`config.mk`:
```
export PLATFORM = sky130hd
export DESIGN_NAME = cic_chan_sched
export DESIGN_NICKNAME = d
export VERILOG_FILES = /design/src/rtl/cic_pkg.sv /design/src/rtl/cic_rr_pick.sv /design/src/rtl/cic_chan_sched.sv
export SDC_FILE = /design/constraint.sdc
export NUM_CORES = 1
export LEC_CHECK = 0
export CORE_UTILIZATION = 36
export DETAILED_ROUTE_END_ITERATION = 7
export MAX_ROUTING_LAYER = met4
export PLACE_DENSITY = 0.56
export SLEW_MARGIN = 20
export SYNTH_ARGS = -nofsm -noshare
export SYNTH_HDL_FRONTEND = slang
export SYNTH_SLANG_ARGS = --single-unit
export TNS_END_PERCENT = 100
```
`constraint.sdc`:
```
create_clock -name clk -period 5.2 [get_ports clk]
set_clock_uncertainty 0.05 [all_clocks]
set_input_delay 1.56 -clock clk [delete_from_list [all_inputs] [get_ports clk]]
set_output_delay 1.56 -clock clk [all_outputs]
set_load 0.01 [all_outputs]
```
`src/rtl/cic_pkg.sv`:
```
// Shared constants and FSM state type for the CIC channel scheduler.
package cic_pkg;

  localparam int unsigned CIC_NCH = 4;
  localparam int unsigned CIC_DW  = 8;

  typedef enum logic [1:0] {
    IDLE  = 2'd0,
    RUN   = 2'd1,
    DRAIN = 2'd2
  } cic_state_e;

endpackage : cic_pkg

```
`src/rtl/cic_rr_pick.sv`:
```
// Round-robin picker: grants the first requester after ptr, wrapping around.
// NCH must be a power of two so the index arithmetic wraps naturally.
module cic_rr_pick #(
  parameter int unsigned NCH = 4
) (
  input  logic [NCH-1:0]         req,
  input  logic [$clog2(NCH)-1:0] ptr,
  output logic [NCH-1:0]         gnt
);

  localparam int unsigned PW = $clog2(NCH);

  logic [PW-1:0] idx;
  logic          found;

  // Search ptr+1, ptr+2, ... ptr+NCH and grant the first active request.
  always_comb begin
    gnt   = '0;
    found = 1'b0;
    idx   = ptr;
    for (int unsigned k = 1; k <= NCH; k++) begin
      idx = ptr + PW'(k);
      if (!found && req[idx]) begin
        gnt[idx] = 1'b1;
        found    = 1'b1;
      end
    end
  end

endmodule : cic_rr_pick

```
`src/rtl/cic_chan_sched.sv`:
```
// CIC channel scheduler: multiplexes NCH sample streams into one shared
// integrator, tagging each sample with its channel and flagging the
// per-channel decimation point on comb_strobe.
// Optional feature: define CIC_SCHED_PRIO_EN to give channel 0 strict
// priority over a round-robin among channels 1..NCH-1.
module cic_chan_sched
  import cic_pkg::*;
#(
  parameter int unsigned NCH = CIC_NCH,
  parameter int unsigned DW  = CIC_DW,
  parameter int unsigned RW  = 8
) (
  input  logic                   clk,
  input  logic                   reset_n,
  input  logic                   enable,
  input  logic [RW-1:0]          dec_ratio,
  input  logic [NCH*DW-1:0]      ch_data,
  input  logic [NCH-1:0]         ch_valid,
  output logic [NCH-1:0]         ch_ready,
  output logic [DW-1:0]          data_in,
  output logic                   in_dv,
  output logic [$clog2(NCH)-1:0] in_ch,
  output logic                   comb_strobe,
  output logic                   busy
);

  localparam int unsigned PW = $clog2(NCH);

  cic_state_e    state_q, state_d;
  logic [RW-1:0] r_q, r_d;
  logic [PW-1:0] ptr_q, ptr_d;
  logic [RW-1:0] cnt_q [NCH];
  logic [RW-1:0] cnt_d [NCH];
  logic [DW-1:0] data_q, data_d;
  logic          dv_q, dv_d;
  logic [PW-1:0] ch_q, ch_d;
  logic          strobe_q, strobe_d;
  logic          busy_q, busy_d;

  logic [NCH-1:0] rr_req;
  logic [NCH-1:0] rr_gnt;
  logic [NCH-1:0] gnt;

`ifdef CIC_SCHED_PRIO_EN
  // Channel 0 bypasses the rotation; the picker only sees channels 1..NCH-1.
  assign rr_req = ch_valid & ~NCH'(1);
  assign gnt    = ch_valid[0] ? NCH'(1) : rr_gnt;
`else
  // All channels share the rotation equally.
  assign rr_req = ch_valid;
  assign gnt    = rr_gnt;
`endif

  cic_rr_pick #(
    .NCH (NCH)
  ) u_pick (
    .req (rr_req),
    .ptr (ptr_q),
    .gnt (rr_gnt)
  );

  // Accept only while running; the grant is already qualified by ch_valid.
  assign ch_ready = (state_q == RUN) ? gnt : '0;

  // Next-state: FSM, ratio latch, transfer capture and decimation counters.
  always_comb begin
    state_d  = state_q;
    r_d      = r_q;
    ptr_d    = ptr_q;
    cnt_d    = cnt_q;
    data_d   = data_q;
    dv_d     = 1'b0;
    ch_d     = ch_q;
    strobe_d = 1'b0;

    unique case (state_q)
      IDLE: begin
        if (enable) begin
          state_d = RUN;
          r_d     = dec_ratio;
        end
      end
      RUN: begin
        if (!enable) begin
          state_d = DRAIN;
        end
      end
      DRAIN: begin
        state_d = IDLE;
      end
      default: begin
        state_d = IDLE;
      end
    endcase

    for (int unsigned i = 0; i < NCH; i++) begin
      if (ch_ready[i]) begin
        dv_d   = 1'b1;
        data_d = ch_data[i*DW +: DW];
        ch_d   = PW'(i);
        if ((r_q <= RW'(1)) || (cnt_q[i] == r_q - RW'(1))) begin
          strobe_d = 1'b1;
          cnt_d[i] = '0;
        end else begin
          cnt_d[i] = cnt_q[i] + RW'(1);
        end
`ifdef CIC_SCHED_PRIO_EN
        if (i != 0) begin
          ptr_d = PW'(i);
        end
`else
        ptr_d = PW'(i);
`endif
      end
    end

    // Leaving RUN restarts every channel's decimation phase and the rotation;
    // the sample accepted in this last cycle is still emitted during DRAIN.
    if ((state_q == RUN) && !enable) begin
      for (int unsigned i = 0; i < NCH; i++) begin
        cnt_d[i] = '0;
      end
      ptr_d = PW'(NCH - 1);
    end

    busy_d = (state_d != IDLE);
  end

  // State and output registers.
  always_ff @(posedge clk or negedge reset_n) begin
    if (!reset_n) begin
      state_q  <= IDLE;
      r_q      <= '0;
      ptr_q    <= PW'(NCH - 1);
      for (int unsigned i = 0; i < NCH; i++) begin
        cnt_q[i] <= '0;
      end
      data_q   <= '0;
      dv_q     <= 1'b0;
      ch_q     <= '0;
      strobe_q <= 1'b0;
      busy_q   <= 1'b0;
    end else begin
      state_q  <= state_d;
      r_q      <= r_d;
      ptr_q    <= ptr_d;
      cnt_q    <= cnt_d;
      data_q   <= data_d;
      dv_q     <= dv_d;
      ch_q     <= ch_d;
      strobe_q <= strobe_d;
      busy_q   <= busy_d;
    end
  end

  assign data_in     = data_q;
  assign in_dv       = dv_q;
  assign in_ch       = ch_q;
  assign comb_strobe = strobe_q;
  assign busy        = busy_q;

endmodule : cic_chan_sched
```
# Word-level counts from Yosys, hierarchy flattened
# Index checks and enable logic that the tools add are counted.
# classes
n_addsub,8
mul,0
n_div,0
n_lt_le_gt_ge,9
n_eq_ne,5
shifts,0
mux,57
bitwise,3
n_reduce_logical,25
# op_table
cell,count
8-bit 2-to-1 mux,12
"8-bit by 1-bit adder with 8-bit output, second input constant",4
8-bit equality test,4
32-bit 2-to-1 mux,1
1-bit 2-to-1 mux,23
4-bit 2-to-1 mux,5
2-bit 2-to-1 mux,7
"2-bit by 3-bit < comparator with 1-bit output, second input constant",4
4-bit OR,3
2-bit nonzero test,5
1-bit binary-select mux with 2-bit select,4
1-bit demux with 2-bit select,4
"2-bit by 1-bit greater-or-equal comparator with 1-bit output, second input constant",4
"8-bit by 1-bit <= comparator with 1-bit output, second input constant",1
1-bit logical AND,8
"8-bit by 1-bit subtractor with 8-bit output, second input constant",1
5-bit nonzero test,1
"2-bit adder, second input constant",2
1-bit logical NOT,4
1-bit logical OR,4
2-bit one-hot mux with 2 select lines,1
4-bit nonzero test,1
"2-bit by 1-bit adder with 2-bit output, second input constant",1
"2-bit by 1-bit equality test with 1-bit output, second input constant",1
other kinds (2),2
# totals
register_bits,57
latch_bits,0
ramBits,0
romBits,0
inputBits,47
output_inout_bits,17
mem_count,0

# Logic depth before layout (Yosys ltp)
# Gate-level depths: netlist of run 1.
# depth
depth_word,21
depth_mapped,12
ltp_nobuf,10

# Modules after synthesis
# Synthesis of run 1 repeated with hierarchy kept, for this count alone.
# hier_totals
hier_cells,481
hier_area_um2,4260.3
# modules_own_cells
mod,n_inst,cells_each,area_each_um2
cic_chan_sched,1,443,3902.5
cic_rr_pick,1,38,357.8

# Worst setup path after synthesis of run 1
# No wires, ideal clock.
# synth_path
path_kind,input to output
from,input ch_valid[2]
to,output ch_ready[1]
arrival_ns,3.212
path_slack_ns,0.378
path_stages,6
path_buffers,1
cell_sequence,mux4_2 nor4b_4 o2bb2ai_1 nand2_1 buf_2 inv_1
# synth_between
elab_chain_len,13
elab_cells_between_ends,25
classes_between,mux: 16; bitwise: 3; reduce/logical: 6
# synth_rtl
element,line,rtl
"start, declared",cic_chan_sched.sv:18,"input logic [NCH-1:0] ch_valid,"
1-bit binary-select mux with 2-bit select,cic_rr_pick.sv:23,if (!found && req[idx]) begin
1-bit 2-to-1 mux (not written as such),cic_rr_pick.sv:23,
1-bit 2-to-1 mux,cic_rr_pick.sv:23,
1-bit logical NOT,cic_rr_pick.sv:23,
1-bit logical AND,cic_rr_pick.sv:23,
1-bit 2-to-1 mux,cic_rr_pick.sv:23,
1-bit logical NOT,cic_rr_pick.sv:23,
1-bit logical AND,cic_rr_pick.sv:23,
1-bit 2-to-1 mux,cic_rr_pick.sv:23,
1-bit logical NOT,cic_rr_pick.sv:23,
1-bit logical AND,cic_rr_pick.sv:23,
4-bit 2-to-1 mux (*),cic_rr_pick.sv:23,
4-bit 2-to-1 mux (*),cic_chan_sched.sv:63,assign ch_ready = (state_q == RUN) ? gnt : '0;
"end, declared",cic_chan_sched.sv:19,"output logic [NCH-1:0] ch_ready,"
# Mark *: on every way between the ends. The rest lies on a longest branch, timed or not. The select of a mux whose other input is x is not followed.

# Worst setup path in the final report of run 1
# layout_path
from,input ch_valid[2]
to,output ch_ready[2]
# Same word-level chain as after synthesis.

==> results of run 1 <==
[where the power goes]
group	switching (W)	internal [W]
logic	0.000743	0.000766
clock network	0.000203	0.000480
registers	0.000113	0.000547
total	0.00106	0.00179
[worst max-delay path, cell delays in order]
cell and delay, ps:
dlygate4sd2_1 300, mux4_2 580, buf_4 190, nor2b_1 160
nand2b_1 160, a2bb2oi_2 180, inv_2 80, clkdlybuf4s15_1 240
[state kept, by name, indices dropped and copies added, names as in the netlist]
name / count
busy: 1
r_q: 8
state_q: 2
in_ch: 2
data_in: 8
in_dv: 1
cnt_q: 32
ptr_q: 2
comb_strobe: 1
[Yosys cell counts, types with 4 or more instances]
cell type / instances
dfrtp_1: 55
nor2_1: 35
nand2_1: 31
nand3_1: 23
xnor2_1: 22
a21oi_1: 16
inv_1: 15
xor2_1: 15
ha_1: 14
clkbuf_1: 12
o21ai_0: 12
and3_1: 11
a2bb2oi_1: 10
a22oi_1: 9
buf_2: 9
mux2_2: 9
nand2b_1: 9
nor2b_1: 9
o221ai_1: 9
xnor3_1: 9
mux2i_1: 8
nor3_1: 7
o22ai_1: 7
nor4_1: 5
or3_1: 5
or4_1: 5
a21o_1: 4
and2_1: 4
[logic make-up after synthesis]
logic type / after synthesis
flip-flops: 57
adder cells (fa/ha/maj): 14
XOR/XNOR: 48
multiplexers: 19
AO/OA/AOI/OAI: 97
AND/OR/NAND/NOR: 161
buffers and inverters: 38
[stage by stage]
step / setup TNS (ps) / area (sq um) / setup slack, ps / cells / utilization
after floorplan: 0 / 4160 / 378 / 434 / -
after global placement: -1400 / 5080 / -376 / 644 / 0.461
after detailed placement: -1490 / 5080 / -382 / 644 / 0.461
after CTS: 0 / 5510 / 0.234 / 661 / 0.499
after global routing: 0 / 5520 / 65.7 / 663 / 0.501
final: 0 / 5520 / 143 / 663 / 0.501
[worst min-delay path by stage]
stage / depth (start not counted) / end / startpoint / slack, ps
after floorplan: 2 / in_ch[1]$_DFFE_PN0P_ / in_ch[1]$_DFFE_PN0P_ / 460
after global placement: 2 / in_ch[1]$_DFFE_PN0P_ / in_ch[1]$_DFFE_PN0P_ / 420
after detailed placement: 2 / in_ch[1]$_DFFE_PN0P_ / in_ch[1]$_DFFE_PN0P_ / 420
after CTS: 2 / in_ch[1]$_DFFE_PN0P_ / in_ch[1]$_DFFE_PN0P_ / 440
after global routing: 2 / in_ch[1]$_DFFE_PN0P_ / in_ch[1]$_DFFE_PN0P_ / 490
final: 2 / in_ch[1]$_DFFE_PN0P_ / in_ch[1]$_DFFE_PN0P_ / 440
[area by class of cell]
cell class,instances,area (sq um),area share
Inverter,16,60.1,0.0109
Clock buffer,11,243,0.0439
Sequential cell,57,1430,0.259
Timing Repair Buffer,95,853,0.154
Tap cell,140,175,0.0317
Clock inverter,5,103,0.0186
Multi-Input combinational cell,339,2660,0.482
[layer usage]
layer  wire, microns  global-route usage  up-vias
met1            4990               0.245     1750
met2            5320               0.347      113
met4             218              0.0790        0
met5               0                   -        -
met3             617              0.0510       18
li1                -                   -     1752
[repair_timing]
item / 4_1_cts / 5_1_grt
pin swaps: 6 / 2
resized for setup: 22 / 5
cloned: 0 / 0
setup endpoints to repair: 4 / 4
buffers inserted: 1 / 2
endpoints found under the hold margin: 0 / 0
hold buffers: 0 / 0
==> results.json, run 1 <==
{
  "outcome": "finished, final reports clean",
  "cts_tree": "built",
  "drv_slew": 0,
  "fp.dieW_microns": 110,
  "max_cap_violations": 0,
  "power_w": 0.00285,
  "ys_warn_count": 0,
  "synth_xor_area_frac": 0.138,
  "drt_wl_total_mm": 11.1,
  "power_density_mw_per_mm2": 516,
  "synth_top_family_by_area": "simple AND/OR/NAND/NOR gates",
  "cellLeakagePower_nw": 2.42,
  "synth_largest_area_cell": "dfrtp_1",
  "post-route-min-period_ps": 5060,
  "grt_pass1_wl_mm": 18.3,
  "drc": 0,
  "rows": 38,
  "die_area_sq_mm": 0.0120,
  "syn_inst": 434,
  "r2r_cells": 10,
  "grt_pass1_vias": 3698,
  "start_util": 0.377,
  "port_buffers": 63,
  "setup_viol": 0,
  "fin_crit_sh": 0.972,
  "numCtsBuffers": 9,
  "synthFlopType": "dfrtp_1",
  "r2r-start": "ptr_q[1]$_DFFE_PN1P_",
  "drt_iter0_drc": 144,
  "cp-startpoint": "ch_valid[2]",
  "synth_edf_count": 0,
  "synth_mux_area_frac": 0.0544,
  "n_antenna_cell": 0,
  "whs_ps": 441,
  "hpwl_mm": 8.09,
  "synthTopCellsByArea": "dfrtp_1 33%, xnor3_1 4.9%, xnor2_1 4.6%",
  "synth_seq_area_share": 0.343,
  "reg2reg_to": "data_in[3]$_DFFE_PN0P_",
  "crit_path_start_kind": "primary input",
  "crit_type": "primary input to primary output",
  "hold_violations": 0,
  "ant_nets": 0,
  "cp_data_required_time_ps": 3590,
  "final_cell_mix": "55 x dfrtp_1, 54 x clkdlybuf4s50_1, 35 x nor2_1",
  "core_sq_mm": 0.0110,
  "synth-compound-area-share": 0.175,
  "grt_start_max_net_pins": 58,
  "cp_data_arrival_time_ps": 3450,
  "wl_per_cell_microns": 16.8,
  "holdCritPathClass": "register to register",
  "grt_remaining_overflow": 0,
  "die_h_microns": 110,
  "crit_path_end": "ch_ready[2]",
  "synthArstFlopShare": 1.00,
  "area_delta_synth_final_pct": 32.7,
  "synthAdderAreaFrac": 0.0421,
  "gp_congestion": 0.850,
  "max_slew_margin": 0.408,
  "ys_seq_elements": 57,
  "fillCellCount": 1026,
  "yosys.area.top_type_share": 0.331,
  "antenna_found_initial": 0,
  "h-tree-depth": 3,
  "cts.sinks": 57,
  "drive_gt1_frac": 0.166,
  "rsz0062_at_grt": "false",
  "clkTransAtPathRegs_ps": 50,
  "rrSetupSlack_ps": 1530,
  "clockBufferDepth": 2,
  "clkLatencyLatePin_ps": 330,
  "ys_types": 68,
  "tightestPinTransition_ps": 886,
  "synth_nets": 495,
  "end_kind": "primary output",
  "worstPathMaxFanout": 5,
  "nets": 579,
  "clock-root-buffer": "clkbuf_16",
  "num_vias": 3633,
  "pin_count": 64,
  "max_freq_mhz": 198,
  "layout_commonest_cell": "dfrtp_1",
  "syn_area_sq_mm": 0.00416,
  "viasPerCell": 5.48,
  "yosys.area_share.simple": 0.208,
  "dr.pass1.iters": 5,
  "track_usage": 0.209,
  "synth.avg_cell_area_sq_um": 9.59,
  "peakVddDrop_v": 0.000266
}
(Power assumes the default switching activity.)
==> run 2: changes to the inputs <==
- CAP_MARGIN: default -> 20
- DONT_BUFFER_PORTS: default -> 1
- PLACE_DENSITY: 0.56 -> 0.49
==> run 2 against run 1 <==
Global-route usage decreased by 1.1 points. Via count decreased by 9.0%. Register-to-register slack got worse by 30 ps. Worst hold slack improved by 65 ps. Final cell count decreased by 13%. Setup slack improved by 170 ps. Final area decreased by 17%. Utilization decreased by 8.4 points. Critical path depth unchanged. Count of clock-buffer cells in the layout decreased by 1. Total power decreased by 18%.
==> results.json, run 2 (synthesized netlist as in run 1, its figures left out) <==
{
  "h-tree-depth": 3,
  "end_kind": "primary output",
  "largest-register": "cnt_q",
  "max_freq_mhz": 205,
  "p_seq_frac": 0.293,
  "multi_input_area_sq_mm": 0.00258,
  "tightestPinTransition_ps": 855,
  "grt_pass1_wl_mm": 17.0,
  "fillCellCount": 1094,
  "final_cell_mix": "55 x dfrtp_1, 35 x nor2_1, 30 x nand2_1",
  "r2r_cells": 10,
  "clock-root-buffer": "clkbuf_16",
  "largest_register_ffs": 32,
  "drt_wl_total_mm": 10.6,
  "rows": 38,
  "drv_slew": 0,
  "drive_gt1_frac": 0.134,
  "setup_viol": 0,
  "port_buffers": 0,
  "ant_nets": 0,
  "dr.pass1.iters": 4,
  "die_h_microns": 110,
  "tns_ps": 0,
  "area_delta_synth_final_pct": 10.5,
  "fp.dieW_microns": 110,
  "num_vias": 3305,
  "max_slew_margin": 0.426,
  "drt_iter0_drc": 153,
  "die_area_sq_mm": 0.0120,
  "peakVddDrop_v": 0.000326,
  "cellLeakagePower_nw": 2.00,
  "numCtsBuffers": 9,
  "cts_tree": "built",
  "pre_cts_slack_ps": 195,
  "drc": 0,
  "cts_hold_buf": 0,
  "post-route-min-period_ps": 4890,
  "layout_setup_ws_ps": 311,
  "clockBufferDepth": 2,
  "whs_path_depth": 2,
  "hpwl_mm": 7.57,
  "n_antenna_cell": 0,
  "layout_commonest_cell": "dfrtp_1",
  "power_density_mw_per_mm2": 511,
  "start_util": 0.377,
  "pin_count": 64,
  "grt_pass1_vias": 3240,
  "antenna_found_initial": 0,
  "outcome": "finished, final reports clean",
  "path_cells": "inv_1 -> ha_1 -> mux2i_1 -> o22ai_1 -> a2111oi_1 -> o2bb2ai_1 -> nand2_2 -> inv_1",
  "clkTransAtPathRegs_ps": 50,
  "hold_violations": 0,
  "switching_share": 0.412,
  "slowest_delay_ps": 690,
  "max_cap_violations": 0,
  "viasPerCell": 5.70,
  "power_frac_comb": 0.483,
  "worst_path_most_repeated_cell": "inv_1",
  "wl_per_cell_microns": 18.2,
  "p_clk_frac": 0.224,
  "clkLatencyLatePin_ps": 330,
  "cp_data_required_time_ps": 3590,
  "rsz0062_at_grt": "false",
  "crit_path_start_kind": "register",
  "track_usage": 0.198,
  "holdCritPathClass": "register to register",
  "crit_type": "register to primary output",
  "worstPathMaxFanout": 11,
  "fin_crit_sh": 0.940,
  "core_sq_mm": 0.0110,
  "internal_power_w": 0.00138,
  "cts.sinks": 57,
  "nets": 496,
  "switchingPower_w": 0.000969,
  "gp_congestion": 0.849,
  "seq_area_sq_mm": 0.00143,
  "cpMaxStageDelayCell": "dfstp_2",
  "grt_start_max_net_pins": 58,
  "grt_remaining_overflow": 0,
  "cp_data_arrival_time_ps": 3280
}
## run 2: changes by cell type in the layout (fill, tap and decap cells not counted), moves of 2 or more
cell / before / now
buf_2: 2 / 0
clkinv_2: 1 / 4
buf_4: 32 / 12
dlymetal6s2s_1: 2 / 0
clkbuf_2: 2 / 0
dlygate4sd2_1: 2 / 0
clkdlybuf4s50_1: 54 / 0
bufinv_16: 3 / 0
## run 2: worst paths after layout
check	to	start	slack, ps
min in group asynchronous	cnt_q[13]$_DFFE_PN0P_	reset_n	870
worst min register to register	in_ch[1]$_DFFE_PN0P_	in_ch[1]$_DFFE_PN0P_	510
max in group asynchronous	ptr_q[0]$_DFFE_PN1P_	reset_n	4040
worst max register to register	data_in[6]$_DFFE_PN0P_	ptr_q[1]$_DFFE_PN1P_	1500
worst min-delay path	in_ch[1]$_DFFE_PN0P_	in_ch[1]$_DFFE_PN0P_	510
worst max-delay path	ch_ready[1]	ptr_q[1]$_DFFE_PN1P_	310
## run 2: per-stage QoR
step / area, sq um / hold slack (ps) / std cells / util / total power (W)
3_3_place_gp: 4330 / 487 / 564 / 0.392 / 0.00180
3_5_place_dp: 4330 / 501 / 564 / 0.392 / 0.00182
5_1_grt: 4600 / 538 / 580 / 0.417 / 0.00251
6_report: 4600 / 506 / 580 / 0.417 / 0.00235
4_1_cts: 4590 / 515 / 580 / 0.416 / 0.00236
2_1_floorplan: 4160 / 465 / 434 / - / 0.00155
## run 2: cell type report
type                       count  share of cell area
timing repair buffer          12              0.0196
tap                          140              0.0381
clock inverter                 6             0.00761
clock buffer                  10              0.0498
multi-input combinational    339               0.561
sequential                    57               0.311
inverter                      16              0.0131
## run 2: timing repair
action	in CTS	in global routing
setup buffers	0	0
gates resized for setup	0	2
endpoints found under the setup margin	0	1
hold endpoints to repair	0	0
## run 2: power groups by stage
stage	Clock [W]	Sequential (W)	Combinational, W
after global placement	0	0.000694	0.00111
after detailed placement	0	0.000694	0.00112
after global routing	0.000565	0.000705	0.00124
after CTS	0.000544	0.000689	0.00113
final	0.000528	0.000689	0.00114
after floorplan	0	0.000638	0.000911
## run 2: worst max-delay path, delay by kind of cell (launching register included)
family	cells	cell delay [ps]
adder cells (fa/ha/maj)	1	390
buffers and inverters	2	280
AND/OR/NAND/NOR	1	260
flip-flops	1	690
AO/OA/AOI/OAI	3	890
multiplexers	1	430
## run 2: per-layer routing
metal / share of wire / up-vias / GRT usage
li1: - / 1592 / -
met1: 0.48 / 1601 / 0.272
met2: 0.45 / 94 / 0.285
met3: 0.054 / 18 / 0.0480
met4: 0.019 / 0 / 0.0667
met5: 0 / - / -
